File: src/rtl/mem_access_unit.sv
// Load/store unit between the control unit and a word-wide bus with byte enables.
// Performs lane steering, load extension, alignment checks and a bus-abort timeout.
module mem_access_unit #(
    parameter int TIMEOUT = 16
) (
    input  logic        clock,
    input  logic        reset,
    input  logic        re,
    input  logic        we,
    input  logic [2:0]  funct3,
    input  logic [31:0] addr,
    input  logic [31:0] wdata,
    output logic [31:0] rdata,
    output logic        busy,
    output logic        done,
    output logic        fault,
    output logic        timeout,
    output logic        bus_req,
    output logic        bus_we,
    output logic [29:0] bus_addr,
    output logic [3:0]  bus_be,
    output logic [31:0] bus_wdata,
    input  logic        bus_ack,
    input  logic [31:0] bus_rdata
);

    typedef enum logic [1:0] {S_IDLE, S_REQ, S_DONE, S_ERR} state_t;

    localparam logic [7:0] TIMEOUT_CNT = 8'(TIMEOUT);

    state_t      r_state;
    logic [31:0] r_addr;
    logic [2:0]  r_funct3;
    logic        r_is_load;
    logic [7:0]  r_cnt;
    logic [31:0] r_rdata;
    logic        r_done;
    logic        r_fault;
    logic        r_timeout;
    logic        r_bus_req;
    logic        r_bus_we;
    logic [3:0]  r_bus_be;
    logic [31:0] r_bus_wdata;

    logic [7:0]  w_cnt_nxt;
    logic        w_illegal;

    function automatic logic f_illegal(input logic rd, input logic wr,
                                       input logic [2:0] f3, input logic [1:0] a);
        logic bad;
        case (f3)
            3'b000:  bad = 1'b0;
            3'b100:  bad = wr;
            3'b001:  bad = a[0];
            3'b101:  bad = wr | a[0];
            3'b010:  bad = |a;
            default: bad = 1'b1;
        endcase
        return bad | (rd & wr);
    endfunction

    function automatic logic [3:0] f_be(input logic [1:0] size, input logic [1:0] a);
        case (size)
            2'b00:   return 4'b0001 << a;
            2'b01:   return 4'b0011 << a;
            default: return 4'b1111;
        endcase
    endfunction

    function automatic logic [31:0] f_lane_wdata(input logic [1:0] size, input logic [31:0] wd);
        case (size)
            2'b00:   return {4{wd[7:0]}};
            2'b01:   return {2{wd[15:0]}};
            default: return wd;
        endcase
    endfunction

    // Shift the addressed lane down to bit 0, then extend according to the access type.
    function automatic logic [31:0] f_load_ext(input logic [2:0] f3, input logic [1:0] a,
                                               input logic [31:0] rd);
        logic [31:0] sh;
        sh = rd >> {a, 3'b000};
        case (f3)
            3'b000:  return {{24{sh[7]}}, sh[7:0]};
            3'b100:  return {24'b0, sh[7:0]};
            3'b001:  return {{16{sh[15]}}, sh[15:0]};
            3'b101:  return {16'b0, sh[15:0]};
            default: return sh;
        endcase
    endfunction

    assign w_cnt_nxt = r_cnt + 8'd1;
    assign w_illegal = f_illegal(re, we, funct3, addr[1:0]);

    always_ff @(posedge clock) begin
        if (reset) begin
            r_state     <= S_IDLE;
            r_addr      <= '0;
            r_funct3    <= '0;
            r_is_load   <= 1'b0;
            r_cnt       <= '0;
            r_rdata     <= '0;
            r_done      <= 1'b0;
            r_fault     <= 1'b0;
            r_timeout   <= 1'b0;
            r_bus_req   <= 1'b0;
            r_bus_we    <= 1'b0;
            r_bus_be    <= '0;
            r_bus_wdata <= '0;
        end else begin
            r_done    <= 1'b0;
            r_fault   <= 1'b0;
            r_timeout <= 1'b0;
            case (r_state)
                S_IDLE: begin
                    if (re || we) begin
                        r_addr    <= addr;
                        r_funct3  <= funct3;
                        r_is_load <= re;
                        r_cnt     <= '0;
                        if (w_illegal) begin
                            r_state <= S_ERR;
                            r_fault <= 1'b1;
                        end else begin
                            r_state     <= S_REQ;
                            r_bus_req   <= 1'b1;
                            r_bus_we    <= we;
                            r_bus_be    <= f_be(funct3[1:0], addr[1:0]);
                            r_bus_wdata <= f_lane_wdata(funct3[1:0], wdata);
                        end
                    end
                end
                S_REQ: begin
                    // An ack arriving on the final allowed cycle still wins over the abort.
                    if (bus_ack) begin
                        if (r_is_load) begin
                            r_rdata <= f_load_ext(r_funct3, r_addr[1:0], bus_rdata);
                        end
                        r_state   <= S_DONE;
                        r_done    <= 1'b1;
                        r_bus_req <= 1'b0;
                        r_bus_we  <= 1'b0;
                        r_bus_be  <= '0;
                    end else if (w_cnt_nxt == TIMEOUT_CNT) begin
                        r_state   <= S_IDLE;
                        r_timeout <= 1'b1;
                        r_bus_req <= 1'b0;
                        r_bus_we  <= 1'b0;
                        r_bus_be  <= '0;
                    end else begin
                        r_cnt <= w_cnt_nxt;
                    end
                end
                S_DONE:  r_state <= S_IDLE;
                S_ERR:   r_state <= S_IDLE;
                default: r_state <= S_IDLE;
            endcase
        end
    end

    assign rdata     = r_rdata;
    assign busy      = (r_state != S_IDLE);
    assign done      = r_done;
    assign fault     = r_fault;
    assign timeout   = r_timeout;
    assign bus_req   = r_bus_req;
    assign bus_we    = r_bus_we;
    assign bus_addr  = r_addr[31:2];
    assign bus_be    = r_bus_be;
    assign bus_wdata = r_bus_wdata;

endmodule

File: config.mk
export PLATFORM = sky130hd
export DESIGN_NAME = mem_access_unit
export DESIGN_NICKNAME = d
export VERILOG_FILES = /design/src/rtl/mem_access_unit.sv
export SDC_FILE = /design/constraint.sdc
export NUM_CORES = 1
export LEC_CHECK = 0
export CAP_MARGIN = 20
export CORE_MARGIN = 3
export CORE_UTILIZATION = 28
export DETAILED_ROUTE_END_ITERATION = 7
export DONT_BUFFER_PORTS = 1
export HOLD_SLACK_MARGIN = 0.15
export PLACE_DENSITY_LB_ADDON = 0.3
export SLEW_MARGIN = 20
export SYNTH_ARGS = -nofsm -noshare
export SYNTH_HDL_FRONTEND = slang
export SYNTH_SLANG_ARGS = --single-unit
File: constraint.sdc
create_clock -name clock -period 3.25 [get_ports clock]
set_clock_uncertainty 0.2 [all_clocks]
set_input_delay 0.4875 -clock clock [delete_from_list [all_inputs] [get_ports clock]]
set_output_delay 0.4875 -clock clock [all_outputs]
set_load 0.02 [all_outputs]
* Word level (Yosys, flattened, before mapping)
Cells that the tools add are included.
** Cells by class
- Add/sub/neg operators :: 1
- Bitwise gates (word level) :: 7
- Shift-type cells :: 3
- Multipliers :: 0
- $lt $le $gt $ge :: 0
- Reduce and logical (&&, ||, !) cells :: 18
- Equal/unequal tests :: 17
- Mux-type cells :: 29
- Div/mod/pow operators :: 0
** Operators with widths (number)
- $pmux W32 S4 :: 1
- $pmux W32 S2 :: 1
- $shr A32 B5 Y32 :: 1
- $mux W8 :: 3
- $mux W4 :: 4
- $pmux W4 S2 :: 2
- $pmux W8 S2 :: 1
- $eq A3 B3 Y1 const B :: 4
- $mux W1 :: 9
- $add A8 B1 Y8 const B :: 1
- $eq A8 B5 Y1 const B :: 1
- $mux W2 :: 4
- $ne A2 B2 Y1 const B :: 4
- $reduce_and A4 Y1 :: 2
- $eq A3 B1 Y1 const B :: 2
- $logic_not A3 Y1 :: 2
- $pmux W2 S3 :: 1
- $reduce_and A3 Y1 :: 2
- $reduce_or A2 Y1 :: 3
- $reduce_or A3 Y1 :: 2
- $pmux W1 S5 :: 1
- $eq A2 B1 Y1 const B :: 2
- $eq A2 B2 Y1 const B :: 2
- $logic_not A2 Y1 :: 2
- 11 further kinds :: 18
** Word-level totals
- Latch bits :: 0
- Register bits :: 119
- Bits in writable memories :: 0
- Word-level logic and storage cells :: 88
- Memories :: 0
- ROM bits :: 0

* Logic depth before layout (Yosys ltp)
- Depth in word-level cells :: 6
- Depth in mapped cells :: 8

* Worst setup path before layout
OpenSTA, ideal clock, no wires.
- Kind :: input-to-reg
- From :: input we
- To :: register r_bus_wdata[27] (netlist: bus_wdata[27])
- Stages on the path :: 7
- Arrival :: 1.796 ns
- Library setup time :: 0.128 ns
- Setup slack :: 1.126 ns
- Path buffers :: 2
- Cell sequence :: buf_2 -> and2_0 -> a311o_1 -> nor3_4 -> buf_4 -> mux2i_1 -> nor2_1
** Between the ends
- Word-level cells in the longest chain between the ends :: 5
- Elaborated cells between the ends (all ways) :: 7
- Classes of those cells :: 1 x mux; 4 x bitwise; 2 x reduce/logical
** RTL lines
- start: declaration :: RTL line 9 : input logic we,
- $or A1 B1 Y1 :: RTL line 55 : 3'b101: bad = wr | a[0];
- $pmux W1 S5 :: RTL line 51 : case (f3)
- $or A1 B1 Y1 :: RTL line 59 : return bad | (rd & wr);
- $not A1 Y1 (no source line)
- $reduce_and A3 Y1 (no source line) *
- end signal: assignment :: RTL line 129 : r_bus_wdata <= f_lane_wdata(funct3[1:0], wdata);
- end: declaration :: RTL line 43 : logic [31:0] r_bus_wdata;
Every way passes the cells marked *; elsewhere a longest branch is shown, timed or not.
A chain may end at the register's enable or synchronous reset.

* Final worst setup path
- From :: register r_state[1]
- To :: register r_bus_wdata[8] (netlist: bus_wdata[8])
** Between the ends
- Word-level cells in the longest chain between the ends :: 2
** RTL lines
- start: declaration :: RTL line 31 : state_t r_state;
- start signal: assignment :: RTL line 97 : r_state <= S_IDLE;
- start signal: assignment :: RTL line 122 : r_state <= S_ERR;
- start signal: assignment :: RTL line 125 : r_state <= S_REQ;
- $logic_not A2 Y1 :: RTL line 114 : case (r_state)
- $reduce_and A3 Y1 (no source line)
Every way passes these cells.

==> flow_summary_export.csv <==
group,metric,value,unit
routing,drc,0,
global_route,antenna_found_initial,0,
floorplan,die_area,22100,um^2
critical_path,cp_top_family,"buffers and inverters",
floorplan,start_util,0.289,
critical_path,path_buf_inv,3,
floorplan,core_area,19700,um^2
critical_path,crit_arrival,2.97,ns
critical_path,cp_slowest_stage_delay,0.57,ns
critical_path,critical_path_class,"flip-flop to flip-flop",
yosys,synth.top_cells.by_count,"nand2_1 (133), dfxtp_1 (119), nor2_1 (74), a21oi_1 (57), mux2i_1 (49)",
cells_and_area,drive_gt1_frac,0.115,
sta,finalSetupTns,0,ns
floorplan,die_w,149,um
cts,cts_buffers,17,
routing,drtAntennaViolNets,0,
critical_path,required,3.40,ns
yosys,synth.most_common_cell,"nand2_1",
sta,maxSlewViolCount,0,
global_route,gr-total-overflow,0,
critical_path,crit_path_max_fanout,50,
place,dpl.hpwl,10900,um
global_route,first_global_vias,4966,
yosys,syn_nets,793,
floorplan,num_rows,51,
hold_path,min_path_type,"primary input to flip-flop",
power,p_leak,2.55,nW
cells_and_area,nNetsFinal,821,
yosys,synthFlopType,"dfxtp_1",
routing,wirelength,17100,um
cells_and_area,antenna_cells,0,
global_route,grt_max_degree,114,
cts,htreeDepth,4,
cts,cts_num_sinks,119,
yosys,syn_area_per_cell,8.30,um^2
sta,rsz0062_at_grt,"false",
yosys,async_flop_share,0,
sta,setup_violations,0,
critical_path,startpoint_type,"flip-flop",
yosys,yosys.cell_types.count,46,
cts,clk_latency,0.41,ns
critical_path,path_cells,"nor2_2, inv_1, nor3_4, buf_12, nor2_1, a311oi_2, dlygate4sd3_1",
yosys,syn_area,5710,um^2
yosys,ys_ff_latch,119,
cts,post_cts_buffers,0,
yosys,ys_warn_count,0,
sta,fin_crit,2.82,ns
routing,routed-via-count,4897,
place,port_buffers,0,
job,drv_cap,0,
critical_path,end_kind,"flip-flop",
cells_and_area,synthToLayoutAreaGrowth,24.5,%
sta,tightest_slew,0.800,ns
critical_path,reg2regPathDepth,7,
floorplan,die-height,149,um
status,outcome,"finished clean",
global_route,grt_pass1_wl,27200,um
yosys,yosysSeqAreaShare,0.417,
cts,clockBufferDepth,2,
global_route,gr-usage-all-layers,0.155,
routing,detail_route.wl_per_cell,17.3,um
sta,fmax,355,MHz
floorplan,io_pins,208,
critical_path,crit_path_top_delay_cell,"dlygate4sd3_1",
power,powerDensity,605,nW/um^2
yosys,synth_edf_count,0,
yosys,synth_top_area_frac,0.417,
hold_path,hold_depth,4,
sta,fin_crit_sh,0.868,
routing,vias_per_cell,4.93,
place,gp_congestion,0.763,
routing,first_pass_iters,4,
yosys,synthTopCellsByArea,"dfxtp_1 (42%), nand2_1 (8.7%), mux2i_1 (8.6%), a21oi_1 (5.0%), nor2_1 (4.9%)",
cts,path_clk_slew,0.06,ns
sta,slew_headroom,0.467,
cts,clock-root-buffer,"clkbuf_16",
sta,final_hold_viol_count,0,
cells_and_area,final_util,0.360,
yosys,yosysTopAreaCell,"dfxtp_1",
critical_path,crit_cells,7,
cts,cts_tree,"done",
yosys,netlist_instances,688,
power,ir_worst_vdd,0.386,mV
routing,drt_iter0_drc,169,
flip-flops by register name, indices dropped and copies added (netlist names):
| name | flops |
|---|---|
| r_cnt | 8 |
| timeout | 1 |
| r_is_load | 1 |
| done | 1 |
| r_funct3 | 3 |
| r_state | 2 |
| bus_we | 1 |
| r_addr | 32 |
| bus_be | 4 |
| bus_wdata | 32 |
| rdata | 32 |
| fault | 1 |
| bus_req | 1 |
through the flow:
step                      instances  worst slack (ns)  power, mW  hold WS [ns]  area, um^2
after detailed placement        886             0.860       2.21         0.281        5700
after global routing            994             0.253       4.50         0.176        7100
after CTS                       994             0.457       4.37         0.151        7100
after global placement          886             0.930       2.20         0.276        5700
final                           994             0.430       4.30         0.166        7100
after floorplan                 688              1.13       2.18         0.237        5710
layer usage:
layer | up-vias | global-route usage | share of wire
met5 | - | 0 | 0
met4 | 0 | 0.0595 | 0.020
met3 | 20 | 0.0586 | 0.086
met2 | 156 | 0.235 | 0.45
met1 | 2301 | 0.199 | 0.44
li1 | 2420 | - | -
area by class of cell:
class	count	area (um^2)
clock buffers	17	425
clock inverters	15	204
multi-input cells	481	2850
repair buffers	88	881
fillers	2035	12600
inverters	9	33.8
well taps	265	332
flip-flops and latches	119	2380
worst paths after layout:
| kind | start | end | slack, ns |
|---|---|---|---|
| worst max-delay path | r_state[1] | bus_wdata[8] | 0.43 |
| worst min register to register | r_funct3[1] | r_funct3[1] | 0.29 |
| worst min-delay path | funct3[1] | bus_wdata[28] | 0.17 |
| worst max register to register | r_state[1] | bus_wdata[8] | 0.43 |
power breakdown:
| part | switching, mW | internal, mW |
|---|---|---|
| logic | 0.303 | 0.244 |
| registers | 0.184 | 1.55 |
| clock network | 0.725 | 1.29 |
placed cells by master (no fill, tap or decap), types with 4 or more instances in the layout:
cell type	instances
dfxtp_1	119
a311oi_2	8
buf_4	11
nor3_1	16
nor2b_1	5
nand3_1	5
clkbuf_16	17
mux2_2	13
a211oi_1	18
o211ai_1	10
nor3b_1	4
a21oi_1	57
bufinv_16	4
o21ai_0	32
a211oi_2	9
clkinv_4	4
mux2i_1	49
nand4_1	8
inv_1	9
nor2_1	74
dlygate4sd3_1	75
nand2_1	133
clkinvlp_4	4
logic make-up (layout without fill, tap and decap cells):
group | count (synthesis) | count (layout) | synth area share
adders and majority gates | 1 | 1 | 0.00219
AOI/OAI and AO/OA | 152 | 152 | 0.180
muxes | 62 | 62 | 0.112
and+or+nand+nor | 266 | 266 | 0.203
DFF | 119 | 119 | 0.417
buffers and inverters | 88 | 129 | 0.0857
worst register-to-register path: stages, from the launching register on:
cell and delay, ns:
dfxtp_1 0.44, nor2_2 0.36, inv_1 0.27, nor3_4 0.27, buf_12 0.30, nor2_1 0.13, a311oi_2 0.23, dlygate4sd3_1 0.57
repair_timing:
item	in CTS	in global routing
hold endpoints to repair	112	0
hold buffers	76	0
resized for setup	0	0
Power figures use the tool's default switching activity.
==> edit: new RTL, config.mk and constraints unchanged <==
Re-encode `state_t` (4 states) as Gray code, 2 bits wide.
--- a/src/rtl/mem_access_unit.sv
+++ b/src/rtl/mem_access_unit.sv
@@ -24,7 +24,7 @@
     input  logic [31:0] bus_rdata
 );
 
-    typedef enum logic [1:0] {S_IDLE, S_REQ, S_DONE, S_ERR} state_t;
+    typedef enum logic [1:0] {S_IDLE = 2'b00, S_REQ = 2'b01, S_DONE = 2'b11, S_ERR = 2'b10} state_t;
 
     localparam logic [7:0] TIMEOUT_CNT = 8'(TIMEOUT);
 
Function: same outputs for any inputs over 4 cycles, from zero or initial values and one cycle with reset high; so few cycles prove little.
==> edit against the unedited design <==
- sequential cell count unchanged
- final area fell by 2.9%
- total power decreased by 5.6%
- area after synthesis fell by 2.0%
- worst hold slack worse by 0.94 ps
- wire length grew 5.4%
- setup slack gained 170 ps
==> edit: results (changes against the unedited design) <==
* Hold Path End: bus_wdata[25] (was bus_wdata[28])
* Layout cell share with drive strength beyond 1 at 9.55% (was 11.5%)
* Routed wl met2 at 8630 microns (was 7730 microns)
* Lkg Pwr at 2.46 nW (was 2.55 nW)
* Fraction of area in multi-input gates at 39.5% (was 40.1%)
* Total track usage at 16.2% (was 15.5%)
* Routed length on met3 at 1970 microns (was 1470 microns)
* Largest net degree at the start of global routing at 121 (was 114)
* CP Max Fanout at 24 (was 50)
* Met3 usage at 8.45% (was 5.86%)
* Power Internal at 2.89 mW (was 3.08 mW)
* Signal inverters at 7 (was 9)
* WL met1 at 7150 microns (was 7610 microns)
* Clock buffers at 20 (was 17)
* Wire per inst at 18.1 microns (was 17.3 microns)
* Status: finished clean (unchanged)
* Cell Area, Placed at 0.00553 sq mm (was 0.00570 sq mm)
* Proportion of cell area spent on the clock network at 8.20% (was 8.86%)
* Post-Synthesis Cells at 692 (was 688)
* Buffering overhead at 12.6% (was 12.4%)
* Top cells by area, synth: dfxtp_1 43%, nand2_1 11%, a21oi_1 7.0% (was dfxtp_1 42%, nand2_1 8.7%, mux2i_1 8.6%)
* Least-Margin Pin Slew at 1020 ps (was 800 ps)
* Synth Area in Compound Gates at 19.4% (was 18.0%)
* Pre-CTS setup slack at 969 ps (was 860 ps)
* Final WL at 18,100 microns (was 17,100 microns)
* Seq area share at 34.5% (was 33.5%)
* Worst R2R Start: r_addr[1] (was r_state[1])
* Multiplexer share of the synthesized area at 7.97% (was 11.2%)
* Critical path arrival at 2770 ps (was 2970 ps)
* Vias in the first global route at 4,880 (was 4,966)
* DR pass1 iterations at 5 (was 4)
* Setup crit end: bus_wdata[21] (was bus_wdata[8])
* Fin crit period at 2650 ps (was 2820 ps)
edit: cell types whose count changed after synthesis, moves of 4 or more:
| cell | before | now |
|---|---|---|
| a311oi_1 | 0 | 8 |
| a21oi_1 | 57 | 78 |
| clkbuf_1 | 29 | 19 |
| nand2b_1 | 3 | 8 |
| mux2i_1 | 49 | 31 |
| nand4_1 | 8 | 0 |
| buf_2 | 10 | 21 |
| nand2_1 | 133 | 167 |
| nor3b_1 | 4 | 0 |
| a311oi_2 | 8 | 0 |
| nor2_1 | 74 | 54 |
edit: power groups by stage:
stage / combinational [mW] / clock (mW) / sequential, mW
after global routing: 0.569 / 1.93 / 1.74
final: 0.509 / 1.83 / 1.72
after CTS: 0.508 / 1.87 / 1.72
after global placement: 0.376 / 0 / 1.76
after floorplan: 0.450 / 0 / 1.67
after detailed placement: 0.383 / 0 / 1.76
edit: worst max-delay path: cells and delay by family:
kind	cells	cell delay (ps)
compound gates	1	250
buf+inv	2	1830
mux	1	190
